### src/rtl/instr_fetch.sv
// Program-counter / instruction-fetch stage feeding the control decoder.
// Optional cycle counter output enabled by defining FETCH_CYCLE_COUNT_EN.
module instr_fetch #(
  parameter int                   PC_W       = 10,
  parameter int                   INSTR_W    = 9,
  parameter int                   OPC_W      = 3,
  parameter logic [INSTR_W-1:0]   HALT_INSTR = 9'h1FF
) (
  input  logic               clk,
  input  logic               reset,
  input  logic               start,
  input  logic [PC_W-1:0]    start_addr,
  output logic [PC_W-1:0]    imem_addr,
  input  logic [INSTR_W-1:0] imem_rdata,
  input  logic               stall,
  input  logic               branch_taken,
  input  logic [PC_W-1:0]    target,
  output logic [INSTR_W-1:0] instr,
  output logic [OPC_W-1:0]   opcode,
  output logic               instr_valid,
  output logic [PC_W-1:0]    pc,
  output logic               done
`ifdef FETCH_CYCLE_COUNT_EN
  ,
  output logic [15:0]        cycle_count
`endif
);

  typedef enum logic [1:0] {S_IDLE, S_EXEC, S_DONE} state_t;

  state_t          state, state_nxt;
  logic [PC_W-1:0] pc_nxt;
  logic            is_halt;

  assign is_halt = (imem_rdata == HALT_INSTR);

  always_ff @(posedge clk or posedge reset) begin
    if (reset) begin
      state <= S_IDLE;
      pc    <= '0;
    end else begin
      state <= state_nxt;
      pc    <= pc_nxt;
    end
  end

  // Stall outranks halt and branch; both are re-evaluated once stall drops.
  always_comb begin
    state_nxt = state;
    pc_nxt    = pc;
    case (state)
      S_IDLE, S_DONE: begin
        if (start) begin
          state_nxt = S_EXEC;
          pc_nxt    = start_addr;
        end
      end
      S_EXEC: begin
        if (stall) begin
          pc_nxt = pc;
        end else if (is_halt) begin
          state_nxt = S_DONE;
        end else if (branch_taken) begin
          pc_nxt = target;
        end else begin
          pc_nxt = pc + PC_W'(1);
        end
      end
      default: begin
        state_nxt = S_IDLE;
        pc_nxt    = '0;
      end
    endcase
  end

  // The memory address follows the next PC directly, so a redirect costs no bubble.
  always_comb begin
    imem_addr   = pc_nxt;
    instr       = '0;
    opcode      = '0;
    instr_valid = 1'b0;
    done        = 1'b0;
    case (state)
      S_IDLE: imem_addr = start_addr;
      S_EXEC: begin
        instr       = imem_rdata;
        opcode      = imem_rdata[INSTR_W-1 -: OPC_W];
        instr_valid = 1'b1;
      end
      S_DONE: done = 1'b1;
      default: ;
    endcase
  end

`ifdef FETCH_CYCLE_COUNT_EN
  always_ff @(posedge clk or posedge reset) begin
    if (reset) begin
      cycle_count <= '0;
    end else if (state != S_EXEC && start) begin
      cycle_count <= '0;
    end else if (state == S_EXEC && !stall && cycle_count != 16'hFFFF) begin
      cycle_count <= cycle_count + 16'd1;
    end
  end
`endif

endmodule

### config.mk
export PLATFORM = sky130hd
export DESIGN_NAME = instr_fetch
export DESIGN_NICKNAME = d
export VERILOG_FILES = /design/src/rtl/instr_fetch.sv
export SDC_FILE = /design/constraint.sdc
export NUM_CORES = 1
export LEC_CHECK = 0
export CORE_UTILIZATION = 35
export DETAILED_ROUTE_END_ITERATION = 8
export GPL_TIMING_DRIVEN = 0
export PLACE_DENSITY = 0.73
export SYNTH_ARGS = -nofsm -noshare
export SYNTH_HDL_FRONTEND = slang
export SYNTH_SLANG_ARGS = --single-unit
### constraint.sdc
create_clock -name clk -period 2.1 [get_ports clk]
set_input_delay 0.21 -clock clk [delete_from_list [all_inputs] [get_ports clk]]
set_output_delay 0.21 -clock clk [all_outputs]
set_load 0.05 [all_outputs]
==> results_dict.tcl <==
set metrics [dict create \
    cts.htree.levels 1 \
    track_usage_pct 21.8 \
    post-route-min-period_ns 2.14 \
    switching_power_uw 994 \
    initial_core_util_pct 37.4 \
    fmax_ghz 0.468 \
    cts_tree "built" \
    peakVddDrop_mv 0.549 \
    yosys_register_bits 12 \
    cts.sinks 12 \
    first_global_vias 1479 \
    status "finished with violations" \
    grt-ovfl-total 0 \
    crit_top_cell "buf_6" \
    grt_pass1_wl_um 6910 \
    gp_congestion 0.878 \
    worstPathCellList "buf_6 -> nand4_1 -> buf_4 -> o41ai_2 -> mux2_2 -> a32oi_2 -> o21ai_1 -> buf_6" \
    critPathMaxStageDelay_ns 0.41 \
    dominantRegCellSynth "dfrtp_1" \
    crit_type "reg2out" \
    clock_tree.buffer_depth 2 \
    grt_setup_unrepaired "yes" \
    netlist_area_mm2 0.00127 \
    dr.pass1.iters 4 \
    num_rows 21 \
    power_frac_seq_pct 21.3 \
    ys_types 48 \
    setup_slack_ns -0.0360 \
    synthCells 154 \
    first_iter_violations 56 \
    cts.hold.buffers_added 0 \
    routedWlPerCell_um 15.5 \
    slew_headroom_pct 54.0 \
    whs_ns 0.241 \
    fp.dieH_um 62.2 \
    maxCapViolCount 0 \
    syn_area_per_cell_um2 8.23 \
    failed_checks "setup timing" \
    finalSetupViolCount 3 \
    synthToLayoutAreaGrowth_pct 74.5 \
    async_reset_ff_share_pct 100 \
    swShare_pct 53.0 \
    p_leak_nw 0.998 \
    stdcell_count 287 \
    port_buffers 66 \
    synth_nets 189 \
    holdCritPathClass "in2async" \
    pre_cts_ws_ns -0.916 \
    dieArea_mm2 0.00387 \
    ios 68 \
    synth_edf_count 0 \
    grt_antenna_before_repair 0 \
    via_per_inst 5.52 \
    clk_pin_slew_ns 0.09 \
    die_w_um 62.2 \
    cp_max_fo 5 \
    worstSetupStartpointType "flip-flop" \
    arrival_ns 1.93 \
    worst_pin_slew_ns 0.690 \
    final_util_pct 65.3 \
    core-area_mm2 0.00339 \
    pwr-share-clk_pct 8.3 \
    vias 1585 \
    yosysWarnings 0 \
    grt_max_degree 13 \
    hpwl_um 3100 \
    fin_crit_sh_pct 102 \
    yosysSeqAreaShare_pct 23.7 \
    cts-root-buf "clkbuf_4" \
    drv_slew 0 \
    drt-total-wl_um 4450 \
    layout.nets 278 \
    fin_skew_ns 0.00482 \
    cp-end-kind "output pin" \
    p_int_uw 883 \
    dp_cells 266 \
    cp.required_ns 1.89 \
    finalHoldViolCount 0 \
    numCtsBuffers 3 \
    clk_latency_ns 0.28 \
    combPwrFrac_pct 70.4 \
    p_per_area_mw_per_mm2 849 \
    slowest_stage "dfrtp_1" \
    antenna_cells 0 \
    drc 0 \
    postRouteAntennaNets 0 \
    final_layout_size_suffix_gt1_share_pct 39.4 \
]
## timing repair
item	CTS	global route
setup endpoints to repair	23	20
gates resized for setup	152	41
buffers inserted	5	14
pin swaps	6	4
## cell usage after synthesis (all sizes together), types with 2 or more instances
cell | number | area (um2)
o21ai | 22 | 110
mux2i | 20 | 200
dfrtp | 12 | 300
and2 | 10 | 66.3
nor2 | 9 | 33.8
a21oi | 8 | 43.8
buf | 8 | 58.8
nand2 | 8 | 32.5
inv | 6 | 22.5
nand3 | 6 | 30.0
clkbuf | 3 | 11.3
o22ai | 3 | 18.8
o32ai | 3 | 26.3
or3 | 3 | 18.8
a31oi | 2 | 12.5
mux2 | 2 | 22.5
nand4 | 2 | 12.5
o21a | 2 | 15.0
o221ai | 2 | 17.5
o41ai | 2 | 36.3
## cell type report
cell class / instances / area (um2)
tap: 46 / 57.6
multi-input combinational: 121 / 956
fill: 283 / 1180
sequential: 12 / 312
timing repair buffer: 85 / 729
buffer: 13 / 106
clock buffer: 3 / 22.5
inverter: 7 / 28.8
## registers in the layout, summed over array words and instances, names as in the netlist
register,count
pc,10
state,2
## metrics by stage
| step | TNS (ns) | total power, mW | cell area (um2) |
|---|---|---|---|
| floorplan | -1.84 | 1.16 | 1300 |
| global placement | -10.59 | 1.54 | 2020 |
| detailed placement | -11.19 | 1.56 | 2020 |
| CTS | -0.401 | 1.71 | 2070 |
| global route | -0.461 | 1.96 | 2210 |
| finish | -0.0412 | 1.88 | 2210 |
## kinds of logic (layout without fill, tap and decap cells)
group | Yosys count | in the layout | share of synthesized area [%]
compound gates | 52 | 52 | 27.8
simple gates | 46 | 46 | 19.8
mux | 22 | 22 | 17.6
buf+inv | 21 | 108 | 10.1
flops | 12 | 12 | 23.7
fa+ha+maj | 1 | 1 | 0.987
## power by group through the flow
stage	clock network (mW)	logic [mW]	registers, mW
after detailed placement	0	1.18	0.382
after CTS	0.151	1.17	0.393
after floorplan	0	0.609	0.555
final	0.156	1.32	0.400
after global placement	0	1.16	0.379
after global routing	0.163	1.39	0.413
## path summary, 6_finish.rpt
check / slack (ns) / startpoint / endpoint / cells past startpoint
min: 0.24 / reset / pc[9]$_DFF_PP0_ / 2
min reg2reg: 0.66 / pc[6]$_DFF_PP0_ / pc[6]$_DFF_PP0_ / 2
max: -0.04 / pc[2]$_DFF_PP0_ / imem_addr[7] / 8
min in group clk: 0.53 / start / state[0]$_DFFE_PP0P_ / 3
max in group asynchronous: 1.49 / reset / pc[4]$_DFF_PP0_ / 2
max reg2reg: 0.48 / pc[2]$_DFF_PP0_ / pc[7]$_DFF_PP0_ / 7
## layer usage
layer	global-route usage [%]	up-vias	routed length (um)
li1	-	744	-
met1	27.7	751	1810
met2	37.1	81	2190
met3	3.68	9	368
met4	7.85	0	75
met5	0	-	0
## layout by cell type (no fill, tap or decap), drive strengths merged, types with 3 or more instances in the layout
cell	count
nor2	9
nand3	6
inv	7
clkdlybuf4s15	3
nand2	8
o22ai	3
dfrtp	12
clkdlybuf4s50	34
o21ai	22
buf	49
clkbuf	6
dlygate4sd2	7
and2	10
a21oi	8
or3	3
o32ai	3
mux2i	20
## critical path, delay by kind of cell (launching register included)
kind	cells	cell delay, ns
buffers and inverters	3	0.47
flip-flops	1	0.41
AO/OA/AOI/OAI	3	0.34
multiplexers	1	0.29
AND/OR/NAND/NOR	1	0.14
(Power assumes the default switching activity.)
